## src/rtl/arb_pkg.sv

```systemverilog
// Shared constants, FSM state type and the 9-to-4 one-hot grant encoder
// used by the round-robin arbiter.
package arb_pkg;

  localparam int NREQ = 9;
  localparam int IDW  = 4;

  typedef enum logic {
    IDLE  = 1'b0,
    GRANT = 1'b1
  } state_e;

  // Encoded index is 1..9 for bit 0..8; anything not exactly one-hot maps to 0.
  function automatic logic [IDW-1:0] onehot_to_id(input logic [NREQ-1:0] oh);
    logic [IDW-1:0] id;
    case (oh)
      9'h001:  id = 4'd1;
      9'h002:  id = 4'd2;
      9'h004:  id = 4'd3;
      9'h008:  id = 4'd4;
      9'h010:  id = 4'd5;
      9'h020:  id = 4'd6;
      9'h040:  id = 4'd7;
      9'h080:  id = 4'd8;
      9'h100:  id = 4'd9;
      default: id = 4'd0;
    endcase
    return id;
  endfunction

endpackage

```

## src/rtl/rr_pick.sv

```systemverilog
// Combinational round-robin select: first set request scanning from ptr_i
// upward with wrap from bit 8 to bit 0; returns a one-hot winner.
module rr_pick
  import arb_pkg::*;
(
  input  logic [NREQ-1:0] req_i,
  input  logic [IDW-1:0]  ptr_i,
  output logic [NREQ-1:0] win_o
);

  logic found;
  int   idx;

  // NOTE: every variable written here gets a default first, so no latch is inferred.
  always_comb begin
    win_o = '0;
    found = 1'b0;
    idx   = 0;
    for (int k = 0; k < NREQ; k++) begin
      idx = int'(ptr_i) + k;
      if (idx >= NREQ) idx = idx - NREQ;
      if (!found && req_i[idx]) begin
        win_o[idx] = 1'b1;
        found      = 1'b1;
      end
    end
  end

endmodule

```

## src/rtl/req_grant_arbiter.sv

```systemverilog
// Round-robin arbiter for 9 requesters with grant hold, rotating priority
// and a hold-timeout watchdog; grant and its encoded index are registered.
module req_grant_arbiter
  import arb_pkg::*;
#(
  parameter int HOLD_MAX = 16,
  parameter int CW       = 5
) (
  input  logic            clk,
  input  logic            rst,
  input  logic            en,
  input  logic [NREQ-1:0] req,
  output logic [NREQ-1:0] gnt,
  output logic [IDW-1:0]  gnt_id,
  output logic            busy,
  output logic            timeout
);

  state_e          state_q, state_d;
  logic [NREQ-1:0] gnt_q, gnt_d;
  logic [IDW-1:0]  gnt_id_q, gnt_id_d;
  logic [IDW-1:0]  ptr_q, ptr_d;
  logic [CW-1:0]   cnt_q, cnt_d;
  logic            timeout_q, timeout_d;

  logic [NREQ-1:0] win;
  logic [IDW-1:0]  win_id;

  rr_pick u_rr_pick (
    .req_i (req),
    .ptr_i (ptr_q),
    .win_o (win)
  );

  assign win_id = onehot_to_id(win);

  always_comb begin
    state_d   = state_q;
    gnt_d     = gnt_q;
    gnt_id_d  = gnt_id_q;
    ptr_d     = ptr_q;
    cnt_d     = cnt_q;
    timeout_d = 1'b0;
    case (state_q)
      IDLE: begin
        if (en && |req) begin
          gnt_d    = win;
          gnt_id_d = win_id;
          // The encoded index is already winner+1, which is the next pointer.
          ptr_d    = (win_id == IDW'(NREQ)) ? '0 : win_id;
          cnt_d    = CW'(1);
          state_d  = GRANT;
        end
      end
      GRANT: begin
        if (~|(req & gnt_q)) begin
          gnt_d    = '0;
          gnt_id_d = '0;
          cnt_d    = '0;
          state_d  = IDLE;
        end else if (HOLD_MAX != 0 && cnt_q == CW'(HOLD_MAX)) begin
          gnt_d     = '0;
          gnt_id_d  = '0;
          cnt_d     = '0;
          timeout_d = 1'b1;
          state_d   = IDLE;
        end else if (cnt_q != '1) begin
          cnt_d = cnt_q + CW'(1);
        end
      end
    endcase
  end

  // NOTE: state registers use non-blocking assignments; reset is sampled on the clock edge.
  always_ff @(posedge clk) begin
    if (rst) begin
      state_q   <= IDLE;
      gnt_q     <= '0;
      gnt_id_q  <= '0;
      ptr_q     <= '0;
      cnt_q     <= '0;
      timeout_q <= 1'b0;
    end else begin
      state_q   <= state_d;
      gnt_q     <= gnt_d;
      gnt_id_q  <= gnt_id_d;
      ptr_q     <= ptr_d;
      cnt_q     <= cnt_d;
      timeout_q <= timeout_d;
    end
  end

  assign gnt     = gnt_q;
  assign gnt_id  = gnt_id_q;
  assign busy    = |gnt_q;
  assign timeout = timeout_q;

endmodule

```

## config.mk

```make
export PLATFORM = sky130hd
export DESIGN_NAME = req_grant_arbiter
export DESIGN_NICKNAME = d
export VERILOG_FILES = /design/src/rtl/arb_pkg.sv /design/src/rtl/rr_pick.sv /design/src/rtl/req_grant_arbiter.sv
export SDC_FILE = /design/constraint.sdc
export NUM_CORES = 1
export LEC_CHECK = 0
export BUFFER_PORTS_ARGS = -buffer_cell sky130_fd_sc_hd__buf_2
export CAP_MARGIN = 20
export CORE_ASPECT_RATIO = 2
export CORE_MARGIN = 2
export CORE_UTILIZATION = 65
export CTS_CLUSTER_SIZE = 12
export DETAILED_ROUTE_END_ITERATION = 10
export GPL_ROUTABILITY_DRIVEN = 0
export PLACE_DENSITY_LB_ADDON = 0.12
export SYNTH_ARGS = -nofsm -noshare
export SYNTH_HDL_FRONTEND = slang
export SYNTH_SLANG_ARGS = --single-unit
```

## constraint.sdc

```tcl
create_clock -name clk -period 8.4 [get_ports clk]
set_clock_uncertainty 0.1 [all_clocks]
set_input_delay 1.26 -clock clk [delete_from_list [all_inputs] [get_ports clk]]
set_output_delay 1.26 -clock clk [all_outputs]
set_load 0.1 [all_outputs]
```

==> impl_summary.md, run 1 <==
Run status
The flow ran to the end, and the final reports show no timing, DRC or antenna violations.

Timing
The sum of negative setup slack is 0 ps. The final-report hold violation count came to 0. Setup repair after global routing left no endpoint under its margin.

The final-report max-slew violation count is 0. For the pin with the worst max-slew slack, the measured transition is 1270 ps. The headroom to the max-slew limit is 13.9%. The clock period minus final worst setup slack is 6630 ps. Based on the critical path, the design can be clocked at up to 151 MHz. Setup violations remaining at the end of the flow were counted as 0. Hold is met by 368 ps. The final clock period utilization by the worst path is 79.0%.

Floorplanning
The die is a little over 70 um wide. The core region is 0.00901 mm^2. The height of the die is 141 um.

The I/O pin count is 27. The floorplan has 49 rows. The initial utilization of the core area, before any placement, comes to roughly two thirds. The floorplan step defined a die boundary enclosing between 0.01 and 0.015 mm^2.

Synth
When the netlist entered floorplanning its net count stood at 899. The most used flip-flop cell after synthesis is dfxtp_1. The count of different cell masters after synthesis is 103. Sorting the synthesized cells by area gives the leading types as dfxtp_1 (7.9%), ha_1 (7.6%), nand2_1 (6.2%), mux2i_1 (5.3%), o21ai_0 (4.4%). The mapped netlist covers around 0.0061 mm^2. Counting flops and latches in the post-synthesis netlist gives 24. The number of enable flip-flop cells after synthesis is 0. The mean instance size in the synthesized netlist is 7.14 um^2. The Yosys step of the flow raised 0 warnings. The top-area cell type share of the netlist area is 7.93%. The sequential share of the synthesized area is 7.93%.

The cell taking the most area after synthesis is dfxtp_1. The number of standard cells after synthesis is 849. In the synthesized netlist the async set-or-reset flop fraction comes to 0%.

Setup path
The largest driver fanout on the critical path is 22. The required arrival time at the worst endpoint is 8450 ps. The worst setup path is launched from a flip-flop. The worst setup path is captured at a flip-flop. The arrival time at the worst endpoint is 6690 ps. The signal on the critical path passes through inv_1, ha_1, xor2_1, nand2_1, nand2_1, ha_1, inv_1, o32ai_1, or2_4, o21ai_0, o221ai_2, nand4_1, a311oi_1, a2111oi_2, o211a_2, and4_4, o211a_1, a221o_1. The highest cell delay on the worst timing path is 900 ps.

The slowest stage of the critical path is the a311oi_1 cell. The setup path with the least slack is of type flip-flop to flip-flop. The setup slack of the most critical reg-to-reg path is 1770 ps.

Clock network
The tree is rooted in a clkbuf_16. The hold buffer count at cts is 0. The number of H-tree levels is 1. The number of resized instances in the post-cts repair step is 0. For this design, the sink count on the clock tree is 24. Once the clock tree was built, the setup fixing pass inserted 0 buffers. The CTS tree is yes.

The post-CTS clock slew at the launch and capture registers of the worst setup and hold paths is ~60 ps. The buffer depth of the longest clock path is 2. Clock latency on the worst-skew pair, taken at its later pin, is around 270 ps. TritonCTS created 3 clock buffers.

Global route
The largest net degree at the start of global routing is 62. The global route total overflow is 0. The number of global-route vias before repair is 7032. The first global-routing pass estimated 38200 um of wire. For this run, the total global-route usage over all layers was measured as about half. The number of antenna violations at the first check in global routing is 0.

Final layout
The net count of the finished layout is 874. The share of final-layout standard cells stronger than drive strength 1 is a little under an eighth. The library cells used most frequently in the layout, excluding fill and tap cells, are nand2_1 (100), o21ai_0 (53), nor2_1 (44). The number of antenna repair diodes is 0.

The total area of multi-input combinational cells is 0.00508 mm^2. The non-filler instance count after layout is 925. The final cell utilization of the core is 67.9%. Compared with the post-synthesis result, the final layout area differs by 1.01%. The area taken by flip-flops and latches is 482 um^2. The number of filler cells placed in the layout is 778.

The most common library cell in the layout ignoring fill and taps is nand2_1.

Place
Input and output buffers added on the ports amount to 26. The total instance count after detailed placement is 920. The post-DP HPWL is between 15000 and 20000 um.

Power
The worst ir drop on vdd is 443 uV. The power per standard cell area is 407 mW/mm^2. The analysis attributes to cell leakage a power of between 2 and 2.5 nW.

Hold path
The min-delay analysis places its worst path in the category flip-flop to flip-flop.

Detailed routing
For this block, the routed nets add up to roughly 24000 um of wire. The first detailed-routing pass took 7 iterations. The number of DRC markers in iteration 0 is 1087. The final antenna-violating net count is 0.

Detailed routing inserted a total of 7413 vias. The residual DRC count is 0. Dividing the detail-routed wire length by the instance count gives 26.0 um. The via density per instance is 8.01.

Flow run
The count of maximum capacitance violations is 0.
[where the power goes]
group,total (mW),internal [mW],switching [mW]
registers,0.153,0.133,0.0203
clock network,0.139,0.0949,0.0439
logic,2.20,0.662,1.54
total,2.49,0.890,1.60
[cells by family (layout without fill, tap and decap cells)]
group,count (synthesis),count (layout),synth area share (%)
AND/OR/NAND/NOR,335,335,29.5
adder cells (fa/ha/maj),38,38,7.97
multiplexers,50,50,9.31
AO/OA/AOI/OAI,287,287,34.9
XOR/XNOR,15,15,2.17
buffers and inverters,100,74,8.22
flip-flops,24,24,7.93
[metal layers]
layer  vias up  wire length [um]  global-route usage, %
li1       3188                 -                      -
met1      3332              7640                   50.9
met2       640             10600                   74.7
met3       253              2740                   16.1
met4         0              3010                   42.8
met5         -                 0                      0
[through the flow]
stage	worst slack [ps]	area, um^2	total power [mW]
after floorplan	3310	6060	1.77
after global placement	2310	6010	2.16
after detailed placement	2070	6010	2.21
after CTS	2060	6110	2.36
after global routing	1230	6120	2.60
final	1770	6120	2.49
[critical path, delay by kind of cell (launching register included)]
family | cells | cell delay (ps)
AO/OA/AOI/OAI | 8 | 3020
flip-flops | 1 | 760
adder cells (fa/ha/maj) | 2 | 770
XOR/XNOR | 1 | 490
buffers and inverters | 2 | 500
AND/OR/NAND/NOR | 5 | 870
[final cells by class]
cell class	instances	share of cell area, %
Multi-Input combinational cell	725	83.0
Sequential cell	24	7.87
Timing Repair Buffer	33	3.05
Inverter	37	2.27
Tap cell	102	2.08
Clock buffer	3	1.23
Clock inverter	1	0.490
[registers in the layout (all words and copies together), names as in the netlist]
register / flops
cnt_q: 5
ptr_q: 4
gnt_id: 4
gnt: 9
timeout: 1
state_q: 1
[synthesized netlist by cell type, drive strengths merged, types with 5 or more instances]
| master | count |
|---|---|
| nor4 | 9 |
| clkbuf | 29 |
| ha | 37 |
| nor2b | 17 |
| o22ai | 9 |
| buf | 34 |
| nor3b | 7 |
| dfxtp | 24 |
| a21o | 6 |
| mux2i | 32 |
| a221oi | 8 |
| o221ai | 8 |
| a31oi | 7 |
| nand2 | 102 |
| o21ai | 61 |
| nor2 | 48 |
| nor3 | 24 |
| a32oi | 8 |
| nand2b | 14 |
| a21boi | 9 |
| nand3 | 28 |
| o2111ai | 6 |
| a2111oi | 6 |
| or3 | 9 |
| a21oi | 43 |
| a22oi | 7 |
| and2 | 8 |
| inv | 36 |
| xnor2 | 11 |
| o31ai | 10 |
| o211a | 7 |
| nand3b | 7 |
| o211ai | 9 |
| a311oi | 5 |
| mux2 | 15 |
| o21a | 6 |
| or2 | 9 |
| o31a | 6 |
| a211oi | 20 |
| nand4 | 18 |
| and3 | 13 |
| a22o | 7 |
[path summary, 6_finish.rpt]
kind / startpoint / to / cells past startpoint
setup / recovery: ptr_q[1]$_SDFFE_PP0P_ / ptr_q[0]$_SDFFE_PP0P_ / 18
hold / removal: gnt_id[3]$_SDFFE_PP0P_ / gnt_id[3]$_SDFFE_PP0P_ / 2
setup reg to reg: ptr_q[1]$_SDFFE_PP0P_ / ptr_q[0]$_SDFFE_PP0P_ / 18
hold reg to reg: gnt_id[3]$_SDFFE_PP0P_ / gnt_id[3]$_SDFFE_PP0P_ / 2
Note: power is estimated with default switching activity, not from simulation.
==> run 2: changes to the inputs <==
ABC_AREA = 1   (was default)
CORE_UTILIZATION = 64   (was 65)
clock period = 6.7 ns   (was 8.4 ns; I/O delays follow)
==> impl_summary.md, run 2 <==
Synth
The number of warnings printed during yosys synthesis came to 0 (unchanged). The count of different cell masters after synthesis is 51 (-50%). The share of synthesized cell area in and, or, nand and nor gates is 56.5% (+27 points).

nand2_1 takes more of the synthesized area than any other cell. The mux share of post-synthesis cell area is 0% (-9.3 points). Ranked by total cell area, the synthesized netlist is headed by nand2_1 (21%), nand3_1 (12%), nor2_1 (11%), dfxtp_1 (9.5%), ha_1 (9.2%). The top-area cell type share of the netlist area is 20.9% (+13 points).

The post-synthesis share of cell area spent on xor and xnor gates is 1.86% (-0.31 points). The number of standard cells after synthesis was 941 (+11%). The mean instance size in the synthesized netlist is 5.37 um^2 (-25%).

Yosys instantiated no cell more often than nand2_1. The flip-flop cell with the highest count after synthesis is dfxtp_1. The compound-cell area share of the yosys netlist came to 11.4% (-23 points).

After synthesis, the largest family of logic cells by area is simple AND/OR/NAND/NOR gates. The sequential share of the synthesized area came to 9.51% (+1.6 points). The count of state elements after synthesis came to 24 (unchanged). The area of the mapped netlist was 0.00505 mm^2 (-17%).

The total nets after synthesis is 991 (+10%). The number of enable flip-flop cells after synthesis came to 0 (unchanged). The fraction of the mapped netlist area in adder cells is 9.56% (+1.6 points). The share of synthesized registers carrying an async set or reset is 0% (unchanged). By count the netlist is led by nand2_1 (281), nor2_1 (142), nand3_1 (120).

Floorplanning
The height of the die is 130 um (-7.8%). The area of the placeable core is 0.00760 mm^2 (-16%). The row count is 45 (-8.2%). The full die area is 0.00866 mm^2 (-15%). The I/O pin count came to 27 (unchanged). The initial core utilization is 66.5% (-0.80 points). The die outline width is 66.8 um (-7.6%).

Final layout
The share of final-layout standard cells stronger than drive strength 1 came to 9.39% (-1.9 points). The number of flip-flops in the largest register came to 9 (unchanged). The number of antenna repair diodes is 0 (unchanged). The top cell types in the final layout, fill and taps aside, are nand2_1 (281), nor2_1 (142), nand3_1 (120). The area growth from synthesis to layout is 5.35%. The final net count came to 1009 (+15%). Leaving out fill and tap cells, the most frequent cell in the layout is nand2_1.

Setup path
The arrival time at the worst endpoint is 5810 ps (-880 ps). In this run the critical register-to-register path is captured at ptr_q[0]$_SDFFE_PP0P_. The largest driver fanout on the critical path was 25 (+14%).

The worst setup path is launched from a flip-flop. Following the worst setup path forward leads to its endpoint at ptr_q[0]$_SDFFE_PP0P_. The number of cells on the worst reg-to-reg path is 24 (+6).

The path type of the worst setup path is flip-flop to flip-flop. The worst setup path is captured at a flip-flop. The startpoint identified for the worst register-to-register timing path is ptr_q[0]$_SDFFE_PP0P_. The required arrival time at the worst endpoint was 6810 ps (-1640 ps). The setup slack of the most critical reg-to-reg path is 1000 ps (-770 ps). The origin of the worst setup path is ptr_q[0]$_SDFFE_PP0P_.

Clock network
The number of buffers created by CTS is 3 (unchanged). The buffer depth of the longest clock path is 2 (unchanged). The root cell of the clock tree is clkbuf_16. The hold buffer count at cts was 0 (unchanged). The CTS tree is yes. The post-CTS clock slew at the launch and capture registers of the worst setup and hold paths is 60 ps (about the same). The number of resized instances in the post-cts repair step was 0 (unchanged).

The insertion delay to the later sink of the worst-skew pair was 270 ps (about the same). The TritonCTS sink count is 24 (unchanged). The number of H-tree levels is 1 (unchanged). The post-CTS setup buffer count is 0 (unchanged).

Place
The worst setup timing slack at the placement stage is 1330 ps (-746 ps). The number of I/O port buffers was 26 (unchanged). The post-DP HPWL is 14300 um (-19%).

Timing
The headroom to the max-slew limit came to 34.3% (+20 points). The final-report max-slew violation count is 0 (unchanged). The sum of negative setup slack is 0 ps (unchanged).

The number of endpoints failing setup at the final stage was 0 (unchanged). The worst setup slack after layout is 999 ps (-768 ps). The final clock period utilization by the worst path came to 85.1% (+6.1 points). The final-report hold violation count is 0 (unchanged). The clock period minus final worst setup slack is 5700 ps (-932 ps). Setup repair after global routing left no endpoint under its margin. The maximum frequency from static timing analysis was 175 MHz (+16%). The slew of the pin with the lowest slew margin is 985 ps (-290 ps).

Detailed routing
The wire length reported by the detailed router is 18800 um (-22%). The via density per instance is 6.26 (-22%). The detailed-route via count came to 6585 (-11%). The iteration count of the initial detailed-routing pass is 6 (-1). The detail-routed net length per standard cell is 17.9 um (-31%). The final antenna-violating net count is 0 (unchanged). The residual DRC count is 0 (unchanged). The number of DRC markers in iteration 0 is 563 (-48%).

Global route
The met1 global-route usage is 42.4% (-8.5 points). The global routing usage on met2 is 76.3% (+1.5 points). The routing layer with the top usage in global route is met2. The met3 track demand over resource in global routing was 14.6% (-1.5 points). The first-pass GRT wire length was 30300 um (-21%).

The largest net degree at the start of global routing is 26 (-58%). The number of antenna violations at the first check in global routing is 0 (unchanged). The number of global-route vias before repair is 6182 (-12%). The global route total overflow is 0 (unchanged).

The total global routing track utilization is 45.6% (-2.9 points).

Hold path
The depth of the worst hold-timing path came to 2 (unchanged). The origin of the worst min-delay path is gnt_id[1]$_SDFFE_PP0P_. The class of the tightest hold or removal check is flip-flop to flip-flop.

Flow run
The count of maximum capacitance violations was 0 (unchanged).

Run status
The flow ran to the end, and the final reports show no timing, DRC or antenna violations.
==> run 2: per-stage QoR <==
step	cell area [um^2]	hold slack (ps)	utilization, %	std cells
2_1_floorplan	5050	363	-	941
3_3_place_gp	5220	339	68.6	1048
3_5_place_dp	5220	334	68.6	1048
4_1_cts	5320	359	70.0	1052
5_1_grt	5320	377	70.0	1052
6_report	5320	358	70.0	1052
==> run 2: layout make-up <==
class / count / area, um^2
Sequential cell: 24 / 480
Clock inverter: 1 / 30.0
Inverter: 127 / 479
Clock buffer: 3 / 75.1
Fill cell: 798 / 2280
Multi-Input combinational cell: 777 / 4010
Timing Repair Buffer: 26 / 130
Tap cell: 94 / 118
==> run 2: how the worst min path moves through the flow <==
stage	endpoint
finish	gnt_id[1]$_SDFFE_PP0P_
CTS	gnt_id[1]$_SDFFE_PP0P_
global route	gnt_id[3]$_SDFFE_PP0P_
detailed placement	gnt_id[0]$_SDFFE_PP0P_
global placement	gnt_id[0]$_SDFFE_PP0P_
floorplan	cnt_q[4]$_SDFFE_PP0P_
==> run 2: cells by family after synthesis <==
| logic type | Yosys count |
|---|---|
| fa+ha+maj | 38 |
| compound gates | 95 |
| simple gates | 635 |
| buf+inv | 140 |
| xor+xnor | 9 |
| flops | 24 |
==> run 2: worst max-delay path, cell delays in order, from the launching register on <==
cell,delay (ps)
dfxtp_1,970
inv_1,550
ha_1,700
clkinv_1,400
nand2_1,200
o21ai_2,120
inv_1,170
nand2_1,70
nand2_1,60
nand2_1,60
nand3_2,250
inv_1,160
nor2_2,250
nand2_1,80
nand2_1,90
nand2_1,70
nor2_1,100
nand3_1,100
nor2_1,160
nand3_1,170
nor2_1,300
nand3_1,160
nand3_1,150
nand3_1,90
nand2_1,100
==> run 2: per-layer routing <==
metal  vias to the layer above  share of wire (%)
met5                         -                  0
met4                         0                 12
met3                       181                9.6
met2                       422                 48
met1                      2875                 31
li1                       3107                  -
Power of run 2 is left out: the tool's default activity adds up to more than one toggle a clock period on the data nets, which glitch-free logic cannot reach.
==> run 3: changes to the inputs <==
CORE_UTILIZATION = 65   (was 64)
CTS_BUF_LIST = sky130_fd_sc_hd__clkbuf_4 sky130_fd_sc_hd__clkbuf_8   (was default)
GPL_TIMING_DRIVEN = 0   (was default)
clock period = 7.2 ns   (was 6.7 ns; I/O delays follow)
==> impl_summary.md, run 3 (same netlist as run 2, synthesis figures left out) <==
Run status
The run finished with clean final reports.

Setup path
The required arrival time at the worst endpoint came to 7330 ps (+520 ps). The number of cells on the worst reg-to-reg path is 26 (+8.3%). The startpoint of the worst-slack reg-to-reg timing path is ptr_q[1]$_SDFFE_PP0P_. The cell occurring most often along the worst timing path is nand2_1. STA classifies the critical path endpoint as a flip-flop. The origin of the worst setup path is ptr_q[1]$_SDFFE_PP0P_. The buffers plus inverters on the worst setup path is 5 (+1).

The last element of the critical path is ptr_q[2]$_SDFFE_PP0P_. The kind of cell with the highest combined delay along the critical path is simple AND/OR/NAND/NOR gates. The slowest stage of the critical path belongs to the cell dfxtp_1. STA classifies the critical path startpoint as a flip-flop. The worst setup path is of the flip-flop to flip-flop kind. The arrival time at the worst endpoint came to 5780 ps (-30 ps). The highest cell delay on the worst timing path is 720 ps (-250 ps). The reg-to-reg endpoint is ptr_q[2]$_SDFFE_PP0P_. The largest driver fanout on the critical path is 13 (-48%). The number of cells on the critical path came to 26 (+8.3%).

The setup slack of the most critical reg-to-reg path is 1550 ps (+550 ps).

Clock network
TritonCTS built the clock tree. The insertion delay to the later sink of the worst-skew pair is 280 ps (about the same). The number of resized instances in the post-cts repair step came to 0 (unchanged). The TritonCTS sink count is 24 (unchanged). The root buffer cell chosen for the clock tree is clkbuf_8. The hold buffer count at cts is 0 (unchanged). The buffer depth of the longest clock path came to 2 (unchanged). The post-CTS setup buffer count is 0 (unchanged). The post-CTS clock slew at the launch and capture registers of the worst setup and hold paths was 90 ps (+30 ps). The number of H-tree levels came to 1 (unchanged).

The number of buffers created by CTS is 3 (unchanged).

Timing
The maximum frequency from static timing analysis is 177 MHz (+0.93%). The final clock period utilization by the worst path is 78.4% (-6.6 points). The headroom to the max-slew limit came to 29.9% (-4.4 points). The worst setup slack after layout is 1550 ps (+553 ps). Setup repair after global routing left no endpoint under its margin. The sum of negative setup slack is 0 ps (unchanged). The slew of the pin with the lowest slew margin came to 1040 ps (+55.6 ps). The final-report hold violation count is 0 (unchanged). The clock period minus final worst setup slack is 5650 ps (-52.6 ps). The number of endpoints failing setup at the final stage is 0 (unchanged). The final-report max-slew violation count is 0 (unchanged).

Place
The number of I/O port buffers is 24 (-7.7%). The worst setup timing slack at the placement stage is 1930 ps (+602 ps). The post-DP HPWL is 14700 um (+2.3%).

Global route
The largest net degree at the start of global routing is 16 (-38%). The number of antenna violations at the first check in global routing came to 0 (unchanged). The total global routing track utilization came to 48.7% (+3.1 points).

The global route total overflow is 0 (unchanged). The first-pass GRT wire length came to 32100 um (+5.9%). The number of global-route vias before repair was 6586 (+6.5%).

Detailed routing
The residual DRC count is 0 (unchanged). The detail-routed net length per standard cell is 18.0 um (+0.60%). The iteration count of the initial detailed-routing pass is 8 (+2). The final antenna-violating net count is 0 (unchanged). The number of DRC markers in iteration 0 is 967 (+72%). The via density per instance is 6.39 (+2.2%).

The wire length reported by the detailed router was 19100 um (+1.7%). The detailed-route via count is 6797 (+3.2%).

Final layout
The number of flip-flops in the largest register is 9 (unchanged). The area growth from synthesis to layout is 6.12%. The final net count came to 1020 (+1.1%).

The number of antenna repair diodes is 0 (unchanged). Leaving out fill and tap cells, the most frequent cell in the layout is nand2_1. The final cell utilization of the core is 71.0% (+1.0 points). The top cell types in the final layout, fill and taps aside, are nand2_1 (281), nor2_1 (142), nand3_1 (120). The number of filler cells placed in the layout is 699 (-12%). The share of final-layout standard cells stronger than drive strength 1 is 10.0% (+0.62 points).

Floorplanning
The die outline width was 66.3 um (-0.73%). The area of the placeable core came to 0.00754 mm^2 (-0.74%). The I/O pin count is 27 (unchanged). The row count came to 45 (unchanged).

The initial core utilization is 66.9% (+0.50 points). The height of the die came to 129 um (-0.75%). The full die area is 0.00853 mm^2 (-1.5%).

Hold path
The class of the tightest hold or removal check is flip-flop to flip-flop.

Flow run
The count of maximum capacitance violations is 0 (unchanged).
==> run 3: worst register-to-register path: stages (launching register included) <==
cell and delay (ps):
dfxtp_1 720, inv_1 430, ha_1 420, clkbuf_1 370
inv_1 140, nand2_1 230, nand2_1 90, ha_1 230
nand2_2 190, nand2_1 120, xor2_2 280, nand2_1 210
inv_2 80, nand2_1 60, nand3_2 130, inv_1 140
nand3_1 110, nand2_1 90, nor2_1 160, nand3_1 130
nor2_1 180, nand3_1 190, nor2_1 280, nand3_1 210
nand3_1 130, nand2_1 100, nand2_1 80
==> run 3: area by class of cell <==
| cell class | count | area (um^2) | area share [%] |
|---|---|---|---|
| buffer | 13 | 82.6 | 1.54 |
| clock buffer | 3 | 41.3 | 0.770 |
| clock inverter | 1 | 30.0 | 0.560 |
| inverter | 127 | 479 | 8.94 |
| multi-input combinational | 777 | 4010 | 74.8 |
| sequential | 24 | 480 | 8.96 |
| tap | 94 | 118 | 2.19 |
| timing repair buffer | 24 | 120 | 2.24 |
==> run 3: layer usage <==
metal  share of wire, %  global-route usage (%)  up-vias
li1                   -                       -     3116
met1                 31                    45.6     2963
met2                 47                    77.6      515
met3                 10                    18.9      203
met4                 12                    46.0        0
met5                  0                    4.38        -
==> run 3: how the worst min path moves through the flow <==
stage | startpoint | end | slack [ps] | cells after the start
floorplan | cnt_q[4]$_SDFFE_PP0P_ | cnt_q[4]$_SDFFE_PP0P_ | 360 | 2
global placement | gnt_id[0]$_SDFFE_PP0P_ | gnt_id[0]$_SDFFE_PP0P_ | 330 | 2
CTS | gnt_id[2]$_SDFFE_PP0P_ | gnt_id[2]$_SDFFE_PP0P_ | 360 | 2
detailed placement | gnt_id[2]$_SDFFE_PP0P_ | gnt_id[2]$_SDFFE_PP0P_ | 340 | 2
global route | gnt_id[2]$_SDFFE_PP0P_ | gnt_id[2]$_SDFFE_PP0P_ | 380 | 2
finish | gnt_id[2]$_SDFFE_PP0P_ | gnt_id[2]$_SDFFE_PP0P_ | 350 | 2
==> run 3: stage by stage <==
| step | instance area (um^2) | hold WS (ps) | instances |
|---|---|---|---|
| detailed placement | 5290 | 342 | 1059 |
| global route | 5360 | 379 | 1063 |
| CTS | 5360 | 356 | 1063 |
| finish | 5360 | 354 | 1063 |
| global placement | 5290 | 335 | 1059 |
| floorplan | 5050 | 363 | 941 |
Power of run 3 is left out for the same reason.
